===== config.mk =====
export PLATFORM = sky130hd
export DESIGN_NAME = alu_issue_ctrl
export DESIGN_NICKNAME = d
export VERILOG_FILES = /design/src/rtl/alu_issue_ctrl.sv
export SDC_FILE = /design/constraint.sdc
export NUM_CORES = 1
export LEC_CHECK = 0
export CORE_ASPECT_RATIO = 1.75
export CORE_UTILIZATION = 40
export CTS_CLUSTER_SIZE = 30
export DETAILED_ROUTE_END_ITERATION = 10
export PLACE_DENSITY_LB_ADDON = 0.12
export SYNTH_ARGS = -nofsm -noshare
export SYNTH_HDL_FRONTEND = slang
export SYNTH_SLANG_ARGS = --single-unit

===== constraint.sdc =====
create_clock -name clk -period 4.7 [get_ports clk]
set_input_delay 0.705 -clock clk [delete_from_list [all_inputs] [get_ports clk]]
set_output_delay 0.705 -clock clk [all_outputs]
set_load 0.02 [all_outputs]

===== src/rtl/alu_issue_ctrl.sv =====
// rtl/alu_issue_ctrl.sv - issue controller: decodes RISC-V ALU/branch/mem ops, drives an external ALU, returns result
module alu_issue_ctrl #(
    parameter int         XLEN       = 32,
    parameter logic [6:0] SUB_FUNCT7 = 7'b0100000
) (
    input  logic            clk,
    input  logic            reset_n,
    input  logic            In_Valid,
    output logic            In_Ready,
    input  logic [31:0]     Instr,
    input  logic [XLEN-1:0] Rs1_Data,
    input  logic [XLEN-1:0] Rs2_Data,
    output logic [XLEN-1:0] Alu_A,
    output logic [XLEN-1:0] Alu_B,
    output logic [3:0]      Alu_Sel,
    input  logic [XLEN-1:0] Alu_Out,
    input  logic            Alu_Carry,
    input  logic            Alu_Zero,
    input  logic            Alu_Overflow,
    output logic            Res_Valid,
    input  logic            Res_Ready,
    output logic [XLEN-1:0] Result,
    output logic            Branch_Taken,
    output logic [2:0]      Flags,
    output logic            Illegal
);

    typedef enum logic [1:0] {IDLE, EXEC, RESP} state_t;
    // Branch kind records which ALU answer means "taken".
    typedef enum logic [1:0] {BR_NONE, BR_ONE, BR_ZERO} br_t;

    localparam logic [3:0] SEL_AND = 4'b0000;
    localparam logic [3:0] SEL_OR  = 4'b0001;
    localparam logic [3:0] SEL_ADD = 4'b0010;
    localparam logic [3:0] SEL_SUB = 4'b0110;
    localparam logic [3:0] SEL_SLT = 4'b0111;
    localparam logic [3:0] SEL_EQ  = 4'b1111;

    state_t state, state_next;
    br_t    br_kind, dec_br;

    logic [6:0]      opcode, funct7;
    logic [2:0]      funct3;
    logic [XLEN-1:0] imm_i, imm_s, dec_b;
    logic [3:0]      dec_sel;
    logic            dec_ill;
    logic            unused_rs1_field;

    assign opcode = Instr[6:0];
    assign funct3 = Instr[14:12];
    assign funct7 = Instr[31:25];
    assign imm_i  = {{(XLEN-12){Instr[31]}}, Instr[31:20]};
    assign imm_s  = {{(XLEN-12){Instr[31]}}, Instr[31:25], Instr[11:7]};
    assign unused_rs1_field = ^Instr[19:15];

    always_comb begin
        dec_ill = 1'b1;
        dec_sel = SEL_AND;
        dec_b   = Rs2_Data;
        dec_br  = BR_NONE;
        case (opcode)
            7'b0110011: begin
                if (funct7 == 7'b0000000) begin
                    dec_ill = 1'b0;
                    case (funct3)
                        3'b000:  dec_sel = SEL_ADD;
                        3'b111:  dec_sel = SEL_AND;
                        3'b110:  dec_sel = SEL_OR;
                        3'b010:  dec_sel = SEL_SLT;
                        default: dec_ill = 1'b1;
                    endcase
                end else if (funct7 == SUB_FUNCT7 && funct3 == 3'b000) begin
                    dec_ill = 1'b0;
                    dec_sel = SEL_SUB;
                end
            end
            7'b0010011: begin
                dec_b   = imm_i;
                dec_ill = 1'b0;
                case (funct3)
                    3'b000:  dec_sel = SEL_ADD;
                    3'b010:  dec_sel = SEL_SLT;
                    3'b110:  dec_sel = SEL_OR;
                    3'b111:  dec_sel = SEL_AND;
                    default: dec_ill = 1'b1;
                endcase
            end
            7'b0000011: begin
                dec_b   = imm_i;
                dec_sel = SEL_ADD;
                dec_ill = 1'b0;
            end
            7'b0100011: begin
                dec_b   = imm_s;
                dec_sel = SEL_ADD;
                dec_ill = 1'b0;
            end
            7'b1100011: begin
                dec_ill = 1'b0;
                case (funct3)
                    3'b000: begin dec_sel = SEL_EQ;  dec_br = BR_ONE;  end
                    3'b001: begin dec_sel = SEL_EQ;  dec_br = BR_ZERO; end
                    3'b100: begin dec_sel = SEL_SLT; dec_br = BR_ONE;  end
                    3'b101: begin dec_sel = SEL_SLT; dec_br = BR_ZERO; end
                    default: dec_ill = 1'b1;
                endcase
            end
            default: dec_ill = 1'b1;
        endcase
    end

    always_comb begin
        state_next = state;
        case (state)
            IDLE:    if (In_Valid) state_next = dec_ill ? RESP : EXEC;
            EXEC:    state_next = RESP;
            RESP:    if (Res_Ready) state_next = IDLE;
            default: state_next = IDLE;
        endcase
    end

    assign In_Ready  = (state == IDLE);
    assign Res_Valid = (state == RESP);

    always_ff @(posedge clk or negedge reset_n) begin
        if (!reset_n) begin
            state        <= IDLE;
            br_kind      <= BR_NONE;
            Alu_A        <= '0;
            Alu_B        <= '0;
            Alu_Sel      <= SEL_AND;
            Result       <= '0;
            Flags        <= '0;
            Branch_Taken <= 1'b0;
            Illegal      <= 1'b0;
        end else begin
            state <= state_next;
            if (state == IDLE && In_Valid) begin
                if (dec_ill) begin
                    // Operand registers deliberately keep the last legal request.
                    Illegal      <= 1'b1;
                    Result       <= '0;
                    Flags        <= '0;
                    Branch_Taken <= 1'b0;
                end else begin
                    Alu_A   <= Rs1_Data;
                    Alu_B   <= dec_b;
                    Alu_Sel <= dec_sel;
                    br_kind <= dec_br;
                end
            end else if (state == EXEC) begin
                Result       <= Alu_Out;
                Flags        <= {Alu_Carry, Alu_Overflow, Alu_Zero};
                Illegal      <= 1'b0;
                Branch_Taken <= (br_kind == BR_ONE  && Alu_Out == {{(XLEN-1){1'b0}}, 1'b1}) ||
                                (br_kind == BR_ZERO && Alu_Out == '0);
            end
        end
    end

endmodule

== Yosys cells after proc, flatten, opt, wreduce, memory -nomap -nowiden ==
Index checks and enable logic that the tools add are counted.

* Reductions and logical operators: 21
* Bitwise gates (word level): 1
* Eq/ne operators: 20
* Add/sub/neg operators: 0
* Muxes and demuxes: 29
* Multipliers: 0
* Div/mod/pow operators: 0
* Order comparisons: 0
* Shift operators: 0

{| class="wikitable"
|+ Operator list
! cell !! count
|-
| $mux 32 || 3
|-
| $pmux 32 s2 || 1
|-
| $eq 32x1->1 const B || 1
|-
| $logic_not 32->1 || 1
|-
| $eq 7x6->1 const B || 3
|-
| $pmux 4 s4 || 1
|-
| $mux 3 || 5
|-
| $eq 3x3->1 const B || 4
|-
| $reduce_or 2->1 || 6
|-
| $mux 1 || 10
|-
| $pmux 3 s3 || 1
|-
| $mux 2 || 4
|-
| $pmux 4 s2 || 1
|-
| $reduce_or 4->1 || 2
|-
| $eq 7x2->1 const B || 1
|-
| $eq 7x5->1 const B || 1
|-
| $eq 7x7->1 const B || 1
|-
| $logic_not 7->1 || 1
|-
| $pmux 2 s3 || 1
|-
| $reduce_and 2->1 || 3
|-
| $eq 2x1->1 const B || 2
|-
| $eq 2x2->1 const B || 2
|-
| $logic_and 1x1->1 || 4
|-
| $ne 2x2->1 const B || 2
|-
| 10 further kinds || 10
|}

* Flip-flop bits (word level): 109
* Bits in writable memories: 0
* Input port bits: 135
* Memories kept: 0
* Memory bits (read-only): 0
* Output and inout port bits: 107
* Latch bits: 0
* Word-level logic and storage cells: 80

== Depth between registers and ports, before layout ==
Gate-level depths: netlist of run 1.

* Depth after elaboration: 8
* Depth in mapped cells: 8
* Depth with buffers taken out: 5

== Least setup slack after synthesis of run 1 ==
No wires, ideal clock.

* Kind: in2reg
* Start: input port Instr[31]
* End: register Alu_Sel[1]
* Required time: 4575 ps
* Setup time: 125 ps
* Buffers on the path: 1
* Cell stages on the path: 6
* Path slack: 2031 ps
* Arrival time: 2544 ps
* Cell sequence: or4_4 > o31a_1 > o311ai_2 > nand2b_1 > buf_4 > mux2_2

* Cells in the longest elaborated chain, start to end: 7
* Elaborated cells on any way between the ends: 11
* Those cells by class: eq/ne: 1; mux: 6; bitwise: 1; reduce/logical: 3

{| class="wikitable"
|+ Ends and longest elaborated chain
! what !! RTL line !! RTL
|-
| start, declared || 10 || <nowiki>input logic [31:0] Instr,</nowiki>
|-
| $eq 7x6->1 || 72 || <nowiki>end else if (funct7 == SUB_FUNCT7 && funct3 == 3'b000) begin</nowiki>
|-
| $logic_and 1x1->1 || 72 ||
|-
| $mux 1 || 72 ||
|-
| $mux 1 || 63 || <nowiki>if (funct7 == 7'b0000000) begin</nowiki>
|-
| $pmux 1 s4 || 61 || <nowiki>case (opcode)</nowiki>
|-
| $not 1->1 (no line) || - ||
|-
| $reduce_and 2->1 (no line) || - ||
|-
| end signal, assigned || 148 || <nowiki>Alu_Sel <= dec_sel;</nowiki>
|-
| end, declared || 15 || <nowiki>output logic [3:0] Alu_Sel,</nowiki>
|}

Several ways; a longest one is shown, not always the timed one.
A chain may end at the register's enable or synchronous reset.

== Final worst setup path of run 1 ==
* Start: input port Instr[0]
* End: register Alu_Sel[1]

* Cells in the longest elaborated chain, start to end: 5
* Elaborated cells on any way between the ends: 10
* Those cells by class: eq/ne: 5; mux: 2; bitwise: 1; reduce/logical: 2

{| class="wikitable"
|+ Ends and longest elaborated chain
! what !! RTL line
|-
| $eq 7x6->1 / $eq 7x2->1 (equally long branches) || 61
|-
| $reduce_or 2->1 (no line) || -
|-
| $pmux 1 s4 || 61
|-
| $not 1->1 (no line) || -
|-
| $reduce_and 2->1 (no line) || -
|}

Several ways; a longest one is shown, not always the timed one.

==> impl_results.md, run 1 <==
- Status: complete, no violations
- Post-synth top area cell: sky130_fd_sc_hd__dfrtp_1
- Clock latency of the later-clocked register in the worst-skew pair: about 0.35 ns
- Number of library cell types mapped by synthesis: between 40 and 50
- Post-CTS Resized: 0
- Count of standard-cell rows: between 50 and 60
- Initial Utilization: 0.414
- Number of setup buffers added after CTS: 0
- Vias post-DR: 4309
- Layout filler cell count: ~980
- Fmax: slightly above 300 MHz
- Post-Synthesis Mean Instance Area: about 10 um2
- Number of optimization iterations in the first detailed-route pass: 4
- Final Skew: 0.0125 ns
- Reported max-cap violation count: 0
- Violation count after the first detailed-route iteration: between 100 and 150
- Setup repair after global routing missed its margin: no
- Synthesized instance count: 465
- CTS tree: yes
- Aggregate routed wire length: between 10000 and 15000 um
- Depth of the CTS H-tree: 3
- Top FF cell, synth: sky130_fd_sc_hd__dfrtp_1
- Transition time of the tightest slew-check pin: 1.05 ns
- Count of port buffers added during placement: 236
- Share of flip-flops with an asynchronous set or reset: 1.00
- Slowest stage cell on the critical path: sky130_fd_sc_hd__nor4bb_1
- Most frequent cells after synthesis: sky130_fd_sc_hd__dfrtp_1, sky130_fd_sc_hd__nand2_1, sky130_fd_sc_hd__a21oi_1, sky130_fd_sc_hd__mux2_2, sky130_fd_sc_hd__o21ai_0
- Worst Setup Slack, final: 1.46 ns
- Number of I/O pins: around 240
- Share of the synthesized area in the top cell type: 0.562
- Critical Path Start Type: input port
- Pre-CTS worst setup slack: ~1.0 ns
- Leakage Power: 3.23 nW
- Post-CTS clock slew at the launch and capture registers of the worst setup and hold paths: around 0.07 ns
- Warnings from Yosys: 0
- Kind of critical path: input port to register
- Delay-heaviest family, CP: simple AND/OR/NAND/NOR gates
- Cell area after layout: between 0.007 and 0.008 mm2
- First-pass GRT wire length: around 22000 um
- DIE WIDTH: approximately 85 um
- Vias per inst: roughly 5.2
- Worst path bufs/invs: 1
- Slew HR: 0.302
- Count of final max-slew check failures: 0
- Largest net degree at the start of global routing: 84
- Placed cell areas: 0.00726 mm2
- Cell types occupying the most area after synthesis: sky130_fd_sc_hd__dfrtp_1, sky130_fd_sc_hd__nand2_1, sky130_fd_sc_hd__mux2_2
- Maximum vdd drop: between 0.2 and 0.25 mV
- Final number of setup-violating endpoints: 0
- Flip-flop and latch count after synthesis: 109
- Final Power: ~2.5 mW
- Total negative setup slack: 0 ns
- Detailed-route DRC error count: 0
- Hold_buf cts: 0
- Crit share post-route: 0.690
- Master cell of the clock root buffer: sky130_fd_sc_hd__clkbuf_16
- Number of antenna violations at the first check in global routing: 0
- Final Non-Filler Cells: 828
- Growth of design area from synthesis to finish: 56.1%
- Cell count after placement: between 800 and 900
- Synthesized area: roughly 0.0048 mm2
- Synthesized net count: 600
- CORE AREA: about 0.012 mm2
- Clock sink count: around 110
- Largest stage delay on the critical path: about 0.63 ns
- Tightest Hold Check Type: register to register
- Final HPWL DP: between 10000 and 15000 um
- CP Data Arrival Time: between 3 and 4 ns
- Proportion of synthesized chip area in sequential cells: 0.562
- Count leader, synth: sky130_fd_sc_hd__dfrtp_1
- Power per Cell Area: 335 mW/mm2
- Share of post-route cells with drive strength above 1: 0.0952
- Number of antenna cells inserted: 0
- Endpoint kind of the worst setup timing path: register
- Cts bufs inserted: 9
- Max Root-Sink Buffers: 2
- Leftover overflow at the end of global routing: 0
- Vias in the first global route: 4391
- Cells traversed along the worst timing path: clkdlybuf4s50_1, nor4bb_1, nand2_1, o311ai_2, nand2b_1, mux2_2
- Vertical die dimension: between 100 and 150 um
- Total GRT Usage: 0.224
- Hold Violations, Final: 0
- CP Data Required Time: slightly below 5 ns
- Final net count: roughly 820
- Number of synthesized flops with an enable pin: 0
- Remaining antenna violation count after routing: 0
- WL per Instance: around 16 um
- Time the final worst path needs with I/O delays and setup: ~3.2 ns
- Die Outline Area: between 0.01 and 0.015 mm2
- Final GP Congestion: 0.850
- Top fanout value on the critical path: 14
==> cells in the final DEF, fill, tap and decap left out, drive strengths merged, types with 7 or more instances in the layout <==
cell,synthesis,final
dfrtp,109,109
nand2b,12,12
clkdlybuf4s50,0,235
a21oi,59,59
buf,14,8
mux2,34,34
o31ai,8,8
clkbuf,17,10
nor4,7,7
nand2,107,107
o21ai,31,31
==> path summary, 6_finish.rpt <==
check,startpoint,end,slack [ns],cells after the start
setup / recovery,Instr[0],Alu_Sel[1],1.46,6
hold / removal,Alu_B[3],Alu_B[3],0.48,1
setup reg to reg,state[1],Alu_A[23],2.73,5
hold reg to reg,Alu_B[3],Alu_B[3],0.48,1
max in group asynchronous,reset_n,Alu_B[11],3.20,2
min in group asynchronous,reset_n,Result[5],0.53,1
==> state kept, by name, summed over array words and instances (netlist names) <==
signal	cells
Alu_A	32
Alu_B	32
Alu_Sel	4
Branch_Taken	1
Flags	3
Illegal	1
Result	32
br_kind	2
state	2
==> area by class of cell <==
class                           count  area, um2  share of cell area
Clock buffer                       10        229              0.0302
Clock inverter                      6       81.3              0.0107
Inverter                            3       11.3             0.00149
Multi-Input combinational cell    322       1930               0.255
Sequential cell                   109       2730               0.360
Tap cell                          135        169              0.0223
Timing Repair Buffer              243       2420               0.320
==> kinds of logic (layout without fill, tap and decap cells) <==
group	after synthesis	in the layout	synth area share
and+or+nand+nor	159	159	0.149
AOI/OAI and AO/OA	122	122	0.155
DFF	109	109	0.562
muxes	40	40	0.0913
buffers and inverters	34	262	0.0405
xor gates and xnor gates	1	1	0.00181
==> per-layer routing <==
| metal | routed length [um] | GRT usage |
|---|---|---|
| met2 | 7220 | 0.394 |
| met4 | 419 | 0.0907 |
| met5 | 0 | 0 |
| met1 | 5050 | 0.253 |
| met3 | 921 | 0.0614 |
==> report_power, final <==
part | total [mW] | switching (mW) | internal, mW
Sequential | 1.10 | 0.0558 | 1.04
Clock | 0.786 | 0.362 | 0.424
Combinational | 0.654 | 0.305 | 0.349
Total | 2.54 | 0.722 | 1.82
==> per-stage QoR <==
stage / utilization / hold WS, ns
floorplan: - / 0.409
global placement: 0.620 / 0.459
detailed placement: 0.620 / 0.466
CTS: 0.646 / 0.483
global route: 0.646 / 0.499
finish: 0.646 / 0.479
Note: power is estimated with default switching activity, not from simulation.
==> run 2: changes to the inputs <==
CORE_UTILIZATION = 37   (was 40)
clock period = 2.72 ns   (was 4.7 ns; I/O delays follow)
==> run 2 against run 1 <==
Worst hold slack got worse by 0.43 ns. Setup slack got worse by 1.3 ns. Clock skew decreased by 0.0015 ns. Non-clock buffer count increased by 20. Via count increased by 2.5%. Count of clock-buffer cells in the layout unchanged. Utilization decreased by 4.0 points. Sequential share of layout area decreased by 1.1 points. Die area increased by 8.0%. Combinational power increased by 76%. Critical path type unchanged.
==> impl_results.md, run 2 (synthesized netlist as in run 1, its figures left out) <==
- Status: complete, no violations
- Aggregate routed wire length: 14100 um (+3.8%)
- Fraction of the core area covered by cells at the end of the flow: 0.606 (-0.0402)
- Leftover overflow at the end of global routing: 0 (unchanged)
- Die Outline Area: 0.0136 mm2 (+8.0%)
- Cts bufs inserted: 9 (unchanged)
- Vias post-DR: 4417 (+2.5%)
- Power per Cell Area: 570 mW/mm2 (+70%)
- Number of setup buffers added after CTS: 0 (unchanged)
- Clock network power share: 0.313 (+0.003)
- Critical Path Start Type: input port
- Setup repair after global routing missed its margin: no
- Share of power burned in registers: 0.427 (-0.006)
- Largest stage delay on the critical path: 0.54 ns (-0.09 ns)
- Maximum vdd drop: 0.293 mV (+38%)
- Largest net degree at the start of global routing: 45 (-46%)
- Hold Violations, Final: 0 (unchanged)
- Leakage Power: 3.33 nW (+3.2%)
- Net switching power of the design: 1.26 mW (+75%)
- Depth of the CTS H-tree: 3 (unchanged)
- Time the final worst path needs with I/O delays and setup: ~2.5 ns
- Fmax: 393 MHz
- Transition time of the tightest slew-check pin: 0.645 ns (-0.401 ns)
- Final number of setup-violating endpoints: 0 (unchanged)
- Slowest stage cell on the critical path: sky130_fd_sc_hd__or4_4
- DIE WIDTH: 88.5 um (+3.9%)
- First-pass GRT wire length: 22100 um (+0.34%)
- Growth of design area from synthesis to finish: 60.9%
- Vertical die dimension: 153 um (+3.9%)
- Hold_buf cts: 0 (unchanged)
- Crit share post-route: 0.936
- Cells traversed along the worst timing path: clkdlybuf4s50_1, or4_4, o31a_1, o311ai_4, buf_4, buf_4, nand2_1, o21ai_0
- Post-CTS clock slew at the launch and capture registers of the worst setup and hold paths: 0.08 ns (about the same)
- Clock sink count: 109 (unchanged)
- CP Data Arrival Time: 2.80 ns (-0.67 ns)
- Number of optimization iterations in the first detailed-route pass: 4 (unchanged)
- Tightest Hold Check Type: input port to asynchronous set/reset pin
- Count of port buffers added during placement: 236 (unchanged)
- Final GP Congestion: 0.889 (+4.6%)
- Post-CTS Resized: 0 (unchanged)
- Number of antenna cells inserted: 0 (unchanged)
- Vias in the first global route: 4491 (+2.3%)
- Detailed-route DRC error count: 0 (unchanged)
- Pre-CTS worst setup slack: -0.182 ns (-1.22 ns)
- Most frequent cell on the critical path: sky130_fd_sc_hd__buf_4
- Total GRT Usage: 0.210 (-0.0136)
- WL per Instance: 16.0 um (-2.8%)
- Kind of critical path: input port to register
- Violation count after the first detailed-route iteration: 146 (-1.4%)
- Count of standard-cell rows: 55 (+5.8%)
- Final HPWL DP: 10800 um (+6.5%)
- Count of final max-slew check failures: 0 (unchanged)
- Initial Utilization: 0.377 (-0.0372)
- Top fanout value on the critical path: 11 (-3)
- Total negative setup slack: 0 ns (unchanged)
- Vias per inst: 5.00 (-4.0%)
- Final Skew: 0.0110 ns (-0.00147 ns)
- Final Non-Filler Cells: 884 (+6.8%)
- Worst Setup Slack, final: 0.173 ns (-1.29 ns)
- Final net count: 843 (+2.4%)
- Worst path bufs/invs: 3 (+2)
- CP Data Required Time: 2.98 ns (-1.95 ns)
- Internal cell power: 3.18 mW (+75%)
- Endpoint kind of the worst setup timing path: register
- Number of antenna violations at the first check in global routing: 0 (unchanged)
- Most common cell after layout, fill and taps aside: sky130_fd_sc_hd__clkdlybuf4s50_1
- Placed cell areas: 0.00748 mm2 (+3.0%)
- Clock latency of the later-clocked register in the worst-skew pair: 0.35 ns (about the same)
- Registers with the highest flip-flop counts: Alu_A: 32 flops, Alu_B: 32 flops, Result: 32 flops
- Most frequent cells in the layout: sky130_fd_sc_hd__clkdlybuf4s50_1, sky130_fd_sc_hd__dfrtp_1, sky130_fd_sc_hd__nand2_1
- Cell count after placement: 868 (+6.9%)
- Number of I/O pins: 242 (unchanged)
- Delay-heaviest family, CP: compound AO/OA/AOI/OAI gates
- CORE AREA: 0.0129 mm2 (+9.9%)
- Remaining antenna violation count after routing: 0 (unchanged)
- Slew HR: 0.570 (+0.268)
- Master cell of the clock root buffer: sky130_fd_sc_hd__clkbuf_16
- Share of post-route cells with drive strength above 1: 0.122 (+0.0268)
- Fraction of power consumed by combinational cells: 0.260 (+0.002)
- CTS tree: yes
- Reported max-cap violation count: 0 (unchanged)
- Cell area after layout: 0.00780 mm2 (+3.1%)
- Sw Share: 0.285 (about the same)
- Max Root-Sink Buffers: 2 (unchanged)
[run 2: changes by cell type in the layout (fill, tap and decap cells not counted), sizes merged]
cell / change
inv: -1
buf: +20
clkinvlp: +1
[run 2: power groups by stage]
| stage | clock network [mW] | logic (mW) | registers [mW] |
|---|---|---|---|
| after CTS | 1.42 | 1.17 | 1.90 |
| after detailed placement | 0 | 1.16 | 1.93 |
| after floorplan | 0 | 0.238 | 2.15 |
| final | 1.39 | 1.15 | 1.90 |
| after global placement | 0 | 1.15 | 1.92 |
| after global routing | 1.48 | 1.22 | 1.93 |
[run 2: final cells by class]
cell class,count,area [um2]
Clock inverter,6,82.6
Timing Repair Buffer,263,2600
Multi-Input combinational cell,322,1930
Sequential cell,109,2730
Clock buffer,10,239
Fill cell,1102,5070
Tap cell,171,214
Inverter,3,11.3
[run 2: worst reg2reg max path, stage by stage (launching register included)]
cell and delay (ns):
sky130_fd_sc_hd__dfrtp_1 0.41, sky130_fd_sc_hd__nand2b_1 0.22, sky130_fd_sc_hd__a2111oi_4 0.40, sky130_fd_sc_hd__o311ai_4 0.21
sky130_fd_sc_hd__buf_4 0.23, sky130_fd_sc_hd__buf_4 0.19, sky130_fd_sc_hd__nand2_1 0.07, sky130_fd_sc_hd__o21ai_0 0.10
[run 2: worst paths after layout]
check | end | slack, ns | depth (start not counted) | start
setup / recovery | Alu_B[16] | 0.17 | 8 | Instr[31]
hold / removal | Result[8] | 0.05 | 1 | reset_n
setup reg to reg | Alu_B[16] | 0.76 | 7 | state[1]
hold reg to reg | Alu_B[1] | 0.48 | 1 | Alu_B[1]
max in group asynchronous | Alu_A[22] | 1.87 | 2 | reset_n
min in group clk | Alu_B[1] | 0.48 | 1 | Alu_B[1]
[run 2: routing by layer]
| metal | share of wire | global-route usage |
|---|---|---|
| met1 | 0.38 | 0.235 |
| met2 | 0.53 | 0.376 |
| met3 | 0.061 | 0.0346 |
| met4 | 0.027 | 0.0983 |
| met5 | 0 | 0 |
[run 2: stage by stage]
stage / power [mW] / hold WS (ns)
finish: 4.44 / 0.0540
global route: 4.63 / 0.0977
CTS: 4.49 / 0.0755
detailed placement: 3.09 / 0.452
global placement: 3.06 / 0.443
floorplan: 2.39 / 0.112
